**src/rtl/piso_pkg.sv**
```systemverilog
// Shared types for the PISO serializer: FSM state encoding and default frame width.
// The PARITY state only exists when PISO_PARITY_EN is defined.
package piso_pkg;

  localparam int PISO_DEFAULT_WIDTH = 4;

  typedef enum logic [1:0] {
    IDLE  = 2'd0,
`ifdef PISO_PARITY_EN
    SHIFT = 2'd1,
    PARITY = 2'd2
`else
    SHIFT = 2'd1
`endif
  } piso_state_t;

  function automatic int piso_count_width(input int width);
    return $clog2(width + 1);
  endfunction

endpackage

```
**src/rtl/piso_bit_counter.sv**
```systemverilog
// Bit counter for the serializer: synchronous clear, count enable, and a
// terminal-count flag raised while the count equals TERMINAL.
module piso_bit_counter #(
  parameter int TERMINAL = 3,
  parameter int CW       = 3
) (
  input  logic          clk,
  input  logic          rst,
  input  logic          clear,
  input  logic          en,
  output logic [CW-1:0] count,
  output logic          tc
);

  always_ff @(posedge clk) begin
    if (rst || clear) begin
      count <= '0;
    end else if (en) begin
      count <= count + CW'(1);
    end
  end

  assign tc = (count == CW'(TERMINAL));

endmodule

```
**src/rtl/piso_serializer.sv**
```systemverilog
// Parallel-in serial-out serializer with a valid/ready word input and registered serial outputs.
// Optional feature macro PISO_PARITY_EN appends an even-parity bit to every frame.
module piso_serializer
  import piso_pkg::*;
#(
  parameter int WIDTH     = PISO_DEFAULT_WIDTH,
  parameter bit LSB_FIRST = 1'b1
) (
  input  logic             clk,
  input  logic             rst,
  input  logic [WIDTH-1:0] din,
  input  logic             din_valid,
  output logic             din_ready,
  output logic             so,
  output logic             so_valid,
  output logic             frame_done,
  output logic             busy
);

  localparam int CW = piso_count_width(WIDTH);

  piso_state_t      state;
  logic [WIDTH-1:0] shreg;
  logic [CW-1:0]    count;
  logic             tc;
  logic             accept;
  logic             cnt_clear;
  logic             cnt_en;
`ifdef PISO_PARITY_EN
  logic             parity_bit;
`else
  logic             near_last;
`endif

  assign din_ready = (state == IDLE);
  assign busy      = (state != IDLE);
  assign accept    = din_valid && din_ready;
  assign cnt_clear = accept || ((state == SHIFT) && tc);
  assign cnt_en    = (state == SHIFT) && !tc;
`ifndef PISO_PARITY_EN
  // The bit being loaded next is the last data bit, so frame_done goes out with it.
  assign near_last = (count == CW'(WIDTH - 2));
`endif

  // count tracks the index of the bit currently on so; it reaches WIDTH-1 on the last data bit.
  piso_bit_counter #(
    .TERMINAL(WIDTH - 1),
    .CW      (CW)
  ) u_bit_counter (
    .clk  (clk),
    .rst  (rst),
    .clear(cnt_clear),
    .en   (cnt_en),
    .count(count),
    .tc   (tc)
  );

  // The first bit is loaded straight from din on the accepting edge, so the
  // shift register only keeps the bits that are still to be sent.
  always_ff @(posedge clk) begin
    if (rst) begin
      state      <= IDLE;
      shreg      <= '0;
      so         <= 1'b0;
      so_valid   <= 1'b0;
      frame_done <= 1'b0;
`ifdef PISO_PARITY_EN
      parity_bit <= 1'b0;
`endif
    end else begin
      case (state)
        IDLE: begin
          if (accept) begin
            state      <= SHIFT;
            so         <= LSB_FIRST ? din[0] : din[WIDTH-1];
            shreg      <= LSB_FIRST ? (din >> 1) : (din << 1);
            so_valid   <= 1'b1;
            frame_done <= 1'b0;
`ifdef PISO_PARITY_EN
            parity_bit <= ^din;
`endif
          end else begin
            so         <= 1'b0;
            so_valid   <= 1'b0;
            frame_done <= 1'b0;
          end
        end

        SHIFT: begin
          if (tc) begin
`ifdef PISO_PARITY_EN
            state      <= PARITY;
            so         <= parity_bit;
            so_valid   <= 1'b1;
            frame_done <= 1'b1;
`else
            state      <= IDLE;
            so         <= 1'b0;
            so_valid   <= 1'b0;
            frame_done <= 1'b0;
`endif
          end else begin
            so         <= LSB_FIRST ? shreg[0] : shreg[WIDTH-1];
            shreg      <= LSB_FIRST ? (shreg >> 1) : (shreg << 1);
            so_valid   <= 1'b1;
`ifdef PISO_PARITY_EN
            frame_done <= 1'b0;
`else
            frame_done <= near_last;
`endif
          end
        end

`ifdef PISO_PARITY_EN
        PARITY: begin
          state      <= IDLE;
          so         <= 1'b0;
          so_valid   <= 1'b0;
          frame_done <= 1'b0;
        end
`endif

        default: begin
          state      <= IDLE;
          so         <= 1'b0;
          so_valid   <= 1'b0;
          frame_done <= 1'b0;
        end
      endcase
    end
  end

endmodule

```
**config.mk**
```make
export PLATFORM = sky130hd
export DESIGN_NAME = piso_serializer
export DESIGN_NICKNAME = d
export VERILOG_FILES = /design/src/rtl/piso_pkg.sv /design/src/rtl/piso_bit_counter.sv /design/src/rtl/piso_serializer.sv
export SDC_FILE = /design/constraint.sdc
export NUM_CORES = 1
export LEC_CHECK = 0
export ABC_AREA = 1
export BUFFER_PORTS_ARGS = -buffer_cell sky130_fd_sc_hd__clkbuf_2
export CORE_AREA = 2 2 39 41
export DETAILED_ROUTE_END_ITERATION = 12
export DIE_AREA = 0 0 41 43
export PLACE_DENSITY = 0.54
export SKIP_CTS_REPAIR_TIMING = 1
export SLEW_MARGIN = 20
export SYNTH_ARGS = -nofsm -noshare
export SYNTH_HDL_FRONTEND = slang
export SYNTH_HIERARCHICAL = 1
export SYNTH_SLANG_ARGS = --single-unit
export TNS_END_PERCENT = 1
```
**constraint.sdc**
```tcl
create_clock -name clk -period 1.7 [get_ports clk]
set_input_delay 0.17 -clock clk [delete_from_list [all_inputs] [get_ports clk]]
set_output_delay 0.17 -clock clk [all_outputs]
set_load 0.05 [all_outputs]
```
==> impl_metrics.tcl <==
set metrics [dict create \
    synth_xor_area_share_pct 0 \
    cts.clk_slew.worst_paths_ns 0.06 \
    first_pass_iters 2 \
    syn_inst 65 \
    status "completed" \
    end_kind "register" \
    port_buffers 11 \
    met1_length_um 366 \
    p_leak_nw 0.285 \
    synthSimpleGateAreaFrac_pct 38.7 \
    grtUsageTotal_pct 11.7 \
    grt_start_max_net_pins 9 \
    synth_top_family_by_area "simple AND/OR/NAND/NOR gates" \
    r2r_start "u_bit_counter/count[0]$_SDFFE_PP0P_" \
    place_hpwl_um 577 \
    grt_pass1_wl_um 1320 \
    synth_top_area_share_pct 43.6 \
    wirelength_um 775 \
    slew_violations 0 \
    synth_nets 74 \
    critPathLaunch "u_bit_counter/count[0]$_SDFFE_PP0P_" \
    critPathLaunchType "register" \
    cp.required_ns 1.90 \
    cts_made_buffers 3 \
    setup_viol 0 \
    fin_crit_sh_pct 80.0 \
    synth_seq_area_share_pct 43.6 \
    ys.flop_type "dfxtp_1" \
    synth_compound_area_share_pct 3.27 \
    drc 0 \
    syn_avg_cell_area_um2 7.06 \
    fmax_mhz 735 \
    vias_per_cell 4.23 \
    yosys.area_share.adder_pct 5.45 \
    std_cell_rows 14 \
    fin_util_pct 40.2 \
    cts_root_buffer "clkbuf_4" \
    hold_path.startpoint "din[0]" \
    p_int_w 0.000367 \
    cts_tree "done" \
    hold_viol_final 0 \
    ir_drop_mv 0.338 \
    mappedNetlistArea_um2 459 \
    layout-drive-gt1-share_pct 26.6 \
    powerDensity_nw_per_um2 950 \
    grt-ovfl-total 0 \
    synth_area_leaders "dfxtp_1 44%, nand2_1 15%, nor2_1 9.0%" \
    place_congestion 0.701 \
    grt_setup_unrepaired "false" \
    die_h_um 43 \
    routedWlPerCell_um 8.16 \
    synth_mux_area_share_pct 0 \
    wl_met3_um 33 \
    cp.arrival_ns 1.56 \
    nFillCells 148 \
    nets 90 \
    fin_cells 95 \
    p_sw_share_pct 30.6 \
    htree_levels 1 \
    synthToLayoutAreaGrowth_pct 21.3 \
    die_x_um 41 \
    p_switching_w 0.000162 \
    drt_iter0_drc 3 \
    core_area_um2 1380 \
    hp-class "in2reg" \
    fin_setup_tns_ns 0 \
    grt_pass1_vias 340 \
    seqPwrFrac_pct 49.6 \
    yosys.area.top_type "dfxtp_1" \
    yosysWarnings 6 \
    cap_violations 0 \
    cts_buffer_depth 2 \
    pwr-share-comb_pct 21.0 \
    layout_min_cycle_time_ns 1.36 \
    num_vias 402 \
    finClkSkew_ns 0.00220 \
    place_inst 92 \
    met2WireLength_um 365 \
    diodes 0 \
    critPathMaxFanout 4 \
    yosysUniqueCellTypes 13 \
    synth-edff-count 0 \
    netlist_top_cells_count "18 x nand2_1, 11 x nor2_1, 10 x dfxtp_1" \
    slew_headroom_pct 81.8 \
    tightest_slew_ns 0.275 \
    antenna_found_initial 0 \
    ant_nets 0 \
    synth.most_common_cell "nand2_1" \
    highest_layer "met4" \
    die-area_um2 1760 \
    crit_type "reg2reg" \
    cts_sinks 10 \
    io_pins 12 \
    hold_slack_ns 0.163 \
    clkPwrFrac_pct 29.4 \
    async_flop_share_pct 0 \
    synth_seq_cells 10 \
    worstSkewPairLatency_ns 0.26 \
    start_util_pct 33.2 \
]
==> worst max-delay path, cell delays in order, from the launching register on <==
cell     delay, ns
dfxtp_1       0.34
ha_1          0.20
ha_1          0.22
inv_1         0.08
o21ai_0       0.07
nor2_1        0.23
inv_1         0.08
nor2_2        0.09
==> layout make-up <==
cell class	instances	area, um^2	area share (%)
multi-input combinational	44	218	39.1
sequential	10	200	36.0
inverter	11	41.3	7.42
timing repair buffer	11	55.1	9.89
clock buffer	3	22.5	4.04
tap	16	20.0	3.60
==> sequential cells by signal (all words and copies together) (netlist names) <==
register	cells
frame_done	1
shreg	3
so	1
so_valid	1
state	1
u_bit_counter/count	3
==> metal layers <==
metal  vias up  GRT usage (%)
met2         7           14.4
li1        226              -
met1       167           13.9
met3         2           4.71
met4         0           12.0
met5         -              0
==> kinds of logic after synthesis <==
logic type,count (synthesis)
flip-flops,10
AO/OA/AOI/OAI,3
buffers and inverters,11
AND/OR/NAND/NOR,39
adder cells (fa/ha/maj),2
==> final timing paths <==
check                                   endpoint  depth (start not counted)  slack (ns)
max          u_bit_counter/count[0]$_SDFFE_PP0P_                          7        0.34
max reg2reg  u_bit_counter/count[0]$_SDFFE_PP0P_                          7        0.34
min                                so$_SDFF_PP0_                          3        0.16
min reg2reg                frame_done$_SDFF_PP0_                          1        0.46
==> power groups by stage <==
stage               logic [W]  registers, W  clock network [W]
floorplan           0.0000653      0.000286                  0
global placement     0.000112      0.000268                  0
detailed placement   0.000111      0.000267                  0
CTS                  0.000112      0.000262           0.000160
global route         0.000125      0.000265           0.000178
finish               0.000111      0.000262           0.000155
==> metrics by stage <==
step | area (um^2) | total power, W | setup slack [ns]
6_report | 557 | 0.000529 | 0.339
5_1_grt | 557 | 0.000568 | 0.201
2_1_floorplan | 459 | 0.000351 | 0.124
3_3_place_gp | 534 | 0.000379 | 0.349
3_5_place_dp | 534 | 0.000379 | 0.344
4_1_cts | 557 | 0.000535 | 0.325
==> cells in the final DEF (no fill, tap or decap), types with 2 or more instances in the layout <==
cell type	n
inv_2	3
nand2_1	18
nor2_1	11
clkbuf_2	11
inv_1	8
clkbuf_4	3
dfxtp_1	10
a21oi_1	2
ha_1	2
nand3_1	6
Power figures use the tool's default switching activity.
